### src/rtl/if_stage.sv
// Instruction-fetch stage: req/ack fetch FSM feeding a 2-entry {pc, ins} FIFO.
// Optional perf counters are enabled by defining IF_STAGE_PERF_EN.
module if_stage #(
  parameter logic [31:0] RESET_PC = 32'h00000000,
  parameter logic [31:0] NOP_INS  = 32'hdc000000
) (
  input  logic        clk,
  input  logic        rstd,
  output logic        imem_req,
  output logic [31:0] imem_addr,
  input  logic        imem_ack,
  input  logic [31:0] imem_rdata,
  input  logic        redirect,
  input  logic [31:0] redirect_pc,
  input  logic        stall,
  output logic [31:0] pc_out,
  output logic [31:0] ins_out,
  output logic        valid_out,
  output logic        halted
`ifdef IF_STAGE_PERF_EN
  ,
  output logic [15:0] perf_fetched,
  output logic [15:0] perf_dropped
`endif
);

  localparam logic [1:0] IDLE = 2'd0;
  localparam logic [1:0] REQ  = 2'd1;
  localparam logic [1:0] DROP = 2'd2;
  localparam logic [1:0] HALT = 2'd3;

  typedef struct packed {
    logic [31:0] pc;
    logic [31:0] ins;
  } fent_t;

  logic [1:0]  state, state_n;
  logic [31:0] pc, pc_n, last_pc;
  fent_t [1:0] fifo;
  logic [1:0]  count, count_n, wr_idx;
  logic        flush, pop, push, ack, is_halt;

  assign valid_out = (count != 2'd0);
  assign flush     = redirect && !halted;
  assign pop       = valid_out && !stall && !flush;
  assign ack       = imem_req && imem_ack;
  assign push      = (state == REQ) && ack && !flush;
  assign is_halt   = (imem_rdata[31:26] == 6'b111111);
  assign wr_idx    = count - {1'b0, pop};

  assign pc_out  = valid_out ? fifo[0].pc  : last_pc;
  assign ins_out = valid_out ? fifo[0].ins : NOP_INS;

  always_comb begin
    count_n = count;
    if (flush)              count_n = 2'd0;
    else if (push && !pop)  count_n = count + 2'd1;
    else if (pop && !push)  count_n = count - 2'd1;
  end

  always_comb begin
    state_n = state;
    pc_n    = pc;
    if (push)  pc_n = pc + 32'd4;
    if (flush) pc_n = redirect_pc;
    case (state)
      IDLE: if (flush || count_n != 2'd2) state_n = REQ;
      REQ: begin
        // ack coinciding with a redirect completes the old beat, so no DROP needed
        if (flush)    state_n = ack ? REQ : DROP;
        else if (ack) state_n = is_halt ? HALT : ((count_n == 2'd2) ? IDLE : REQ);
      end
      DROP: if (ack) state_n = REQ;
      HALT: if (flush) state_n = REQ;
      default: state_n = IDLE;
    endcase
  end

  always_ff @(posedge clk or negedge rstd) begin
    if (!rstd) begin
      state     <= IDLE;
      pc        <= RESET_PC;
      imem_req  <= 1'b0;
      imem_addr <= RESET_PC;
      count     <= 2'd0;
      fifo      <= '0;
      last_pc   <= RESET_PC;
      halted    <= 1'b0;
    end else begin
      state    <= state_n;
      pc       <= pc_n;
      count    <= count_n;
      imem_req <= (state_n == REQ) || (state_n == DROP);
      // DROP keeps the stale address on the bus until its ack arrives
      if (state_n != DROP) imem_addr <= pc_n;
      if (pop) last_pc <= fifo[0].pc;
      halted <= halted || ((state_n == HALT) && (count_n == 2'd0));
      if (!flush) begin
        if (pop) fifo[0] <= fifo[1];
        if (push) fifo[wr_idx[0]] <= '{pc: pc, ins: imem_rdata};
      end
    end
  end

`ifdef IF_STAGE_PERF_EN
  logic [1:0]  drop_inc;
  logic [16:0] drop_sum;

  always_comb begin
    drop_inc = flush ? count : 2'd0;
    if (ack && (state == DROP || (state == REQ && flush))) drop_inc = drop_inc + 2'd1;
    drop_sum = {1'b0, perf_dropped} + {15'd0, drop_inc};
  end

  always_ff @(posedge clk or negedge rstd) begin
    if (!rstd) begin
      perf_fetched <= 16'd0;
      perf_dropped <= 16'd0;
    end else begin
      if (push && perf_fetched != 16'hffff) perf_fetched <= perf_fetched + 16'd1;
      perf_dropped <= drop_sum[16] ? 16'hffff : drop_sum[15:0];
    end
  end
`endif

endmodule

### config.mk
export PLATFORM = sky130hd
export DESIGN_NAME = if_stage
export DESIGN_NICKNAME = d
export VERILOG_FILES = /design/src/rtl/if_stage.sv
export SDC_FILE = /design/constraint.sdc
export NUM_CORES = 1
export LEC_CHECK = 0
export BUFFER_PORTS_ARGS = -buffer_cell sky130_fd_sc_hd__buf_2
export CELL_PAD_IN_SITES_DETAIL_PLACEMENT = 1
export CELL_PAD_IN_SITES_GLOBAL_PLACEMENT = 1
export CORE_UTILIZATION = 45
export CTS_CLUSTER_SIZE = 12
export DETAILED_ROUTE_END_ITERATION = 8
export PLACE_DENSITY = 0.78
export SLEW_MARGIN = 20
export SYNTH_ARGS = -nofsm -noshare
export SYNTH_HDL_FRONTEND = slang
export SYNTH_SLANG_ARGS = --single-unit
### constraint.sdc
create_clock -name clk -period 4.4 [get_ports clk]
set_input_delay 0.88 -clock clk [delete_from_list [all_inputs] [get_ports clk]]
set_output_delay 0.88 -clock clk [all_outputs]
set_load 0.1 [all_outputs]
==> flow_metrics.tcl <==
set metrics [dict create \
    drive_gt1_share_pct 34.3 \
    fin_crit_ns 3.65 \
    syn_avg_cell_area_um2 11.0 \
    route.detailed.drc 0 \
    ys.flop_type "dfrtp_1" \
    worstSetupEndpointType "output pin" \
    routedWlPerCell_um 18.9 \
    hold_buffers 0 \
    synth_compound_area_share_pct 8.55 \
    grt.total_usage_pct 22.6 \
    fmax_mhz 274 \
    ctsLongestPathBuffers 3 \
    synth_fa_ha_area_share_pct 0.584 \
    dp_hpwl_um 17000 \
    ys_warn_count 0 \
    drtIter0Drc 287 \
    htreeDepth 1 \
    ys_ff_latch 230 \
    antenna_found_initial 0 \
    hold_viol_final 0 \
    portBuffers 167 \
    setup_viol 0 \
    avgViaCountPerCell 5.56 \
    dieArea_um2 23500 \
    yosys.area_share.xor_xnor_pct 2.47 \
    dieWidth_um 153 \
    path_class "register to output pin" \
    grt_max_degree 118 \
    synth_seq_area_share_pct 56.0 \
    tightest_slew_ns 0.959 \
    synth_top_family_by_area "multiplexers" \
    final_nets 1152 \
    dr.pass1.iters 4 \
    boundaryPins 168 \
    post-cts-setup-buffer-count 0 \
    vias 7641 \
    gp_congestion 0.785 \
    grt_first_pass_wirelength_um 42700 \
    dieHeight_um 153 \
    reg2reg_depth 10 \
    synthMuxAreaShare_pct 15.4 \
    rows 54 \
    yosys-top-cells-area "dfrtp_1 (56%), mux2_2 (15%), nor2_1 (5.7%), o22ai_1 (3.9%), nand2_1 (2.4%)" \
    r2r-end "imem_addr[20]" \
    ff2ff_setup_slack_ns 1.28 \
    post-route-period-util_pct 82.9 \
    start_util_pct 46.5 \
    drv_cap 0 \
    fin_setup_tns_ns 0 \
    grt_pass1_vias 8066 \
    synth_top_area_share_pct 56.0 \
    area.growth.synth_to_final_pct 18.7 \
    yosys.area_share.simple_pct 14.3 \
    worst-path-max-fanout 30 \
    core_um2 22100 \
    clkLatencyLatePin_ns 0.52 \
    grt_overflow 0 \
    cts_sinks 230 \
    start_kind "register" \
    syn_nets 1004 \
    max_slew_margin_pct 35.5 \
    cts_tree "built" \
    synth_cells 931 \
    reg2reg_from "count[0]" \
    wirelength_um 25900 \
    yosysUniqueCellTypes 47 \
    ant_nets 0 \
    synthArstFlopShare_pct 100 \
    cts_root_buffer "clkbuf_16" \
    cts_resized 0 \
    diodes 0 \
    yosysTopAreaCell "dfrtp_1" \
    status "completed" \
    arrival_ns 2.77 \
    crit_required_ns 3.52 \
    synth_edf_count 0 \
    clkTransAtPathRegs_ns 0.06 \
    cts-buffers-inserted 26 \
    skew_ns 0.0112 \
    hold_path.class "primary input to asynchronous set/reset pin" \
    rsz0062_at_grt "false" \
    final_max_slew_viol_count 0 \
    synth_area_um2 10300 \
]
## per-layer routing
| metal | share of wire, % | vias to the layer above | global-route usage (%) |
|---|---|---|---|
| met5 | 0 | - | 0 |
| met4 | 1.7 | 0 | 4.86 |
| met3 | 5.0 | 33 | 3.20 |
| met2 | 48 | 176 | 37.0 |
| met1 | 46 | 3870 | 32.0 |
| li1 | - | 3562 | - |
## metrics by stage
| step | util [%] | worst slack (ns) | hold WS [ns] | instances | cell area [um2] |
|---|---|---|---|---|---|
| after floorplan | - | 1.01 | 0.472 | 931 | 10300 |
| after detailed placement | 51.5 | 0.987 | 0.479 | 1331 | 11400 |
| after global placement | 51.5 | 1.04 | 0.472 | 1331 | 11400 |
| after CTS | 55.3 | 0.690 | 0.490 | 1374 | 12200 |
| final | 55.3 | 0.752 | 0.440 | 1374 | 12200 |
| after global routing | 55.3 | 0.576 | 0.515 | 1374 | 12200 |
## cell families after synthesis
| family | count (synthesis) |
|---|---|
| buf+inv | 69 |
| fa+ha+maj | 5 |
| flops | 230 |
| compound gates | 138 |
| mux | 141 |
| xor+xnor | 29 |
| simple gates | 319 |
## cell type report
type	instances	area, um2
inverter	7	26.3
fill	2429	9890
sequential	230	5760
multi-input combinational	632	4280
tap	280	350
clock inverter	5	53.8
timing repair buffer	182	971
clock buffer	38	767
## synth_stat cells (2+ instances only)
cell type / n
o22ai_1: 64
dfrtp_1: 230
xor2_1: 8
nand3_1: 14
nor2_1: 156
inv_1: 7
ha_1: 4
nor4_1: 11
or3_1: 3
nand4_1: 11
a31oi_1: 2
nor2b_1: 29
buf_1: 11
clkbuf_1: 42
xnor2_1: 21
mux2i_1: 2
nand2b_1: 3
or2_2: 5
a21oi_1: 30
nand2_1: 66
nor3_1: 5
o21ai_0: 12
o221ai_1: 19
mux2_2: 138
buf_2: 8
or4_4: 2
o211ai_1: 3
and4_1: 4
a311o_1: 2
nor4_2: 2
## how the worst max path moves through the flow
| stage | startpoint | end | slack (ns) | depth (start not counted) |
|---|---|---|---|---|
| 2_1_floorplan | redirect | imem_addr[15] | 1.01 | 11 |
| 3_3_place_gp | redirect | imem_addr[15] | 1.04 | 7 |
| 3_5_place_dp | redirect | imem_addr[4] | 0.99 | 7 |
| 4_1_cts | count[0] | pc_out[5] | 0.69 | 5 |
| 5_1_grt | count[0] | pc_out[5] | 0.58 | 5 |
| 6_report | count[0] | pc_out[5] | 0.75 | 5 |
## worst max-delay path: stages, from the launching register on
cell     delay [ns]
dfrtp_1        0.42
inv_1          0.13
ha_2           0.55
buf_4          0.44
mux2_2         0.39
buf_2          0.30
## flip-flops by register name, summed over array words and instances (netlist names)
register,flops
pc,32
count,2
last_pc,32
state,2
imem_addr,32
imem_req,1
fifo,128
halted,1
## cells in the final DEF (no fill, tap or decap), types with 11 or more instances in the layout
master / synthesis / layout
o221ai_1: 19 / 19
dfrtp_1: 230 / 230
nor4_1: 11 / 11
nand2_1: 66 / 66
o21ai_0: 12 / 12
nor2_1: 156 / 155
nor2b_1: 29 / 28
nand3_1: 14 / 13
buf_4: 0 / 14
clkbuf_16: 0 / 27
buf_2: 8 / 166
nand4_1: 11 / 11
o22ai_1: 64 / 64
mux2_2: 138 / 138
xnor2_1: 21 / 21
a21oi_1: 30 / 30
Power is not shown: default switching activity piles up to over one toggle a cycle in this logic, so the estimate is an artifact.
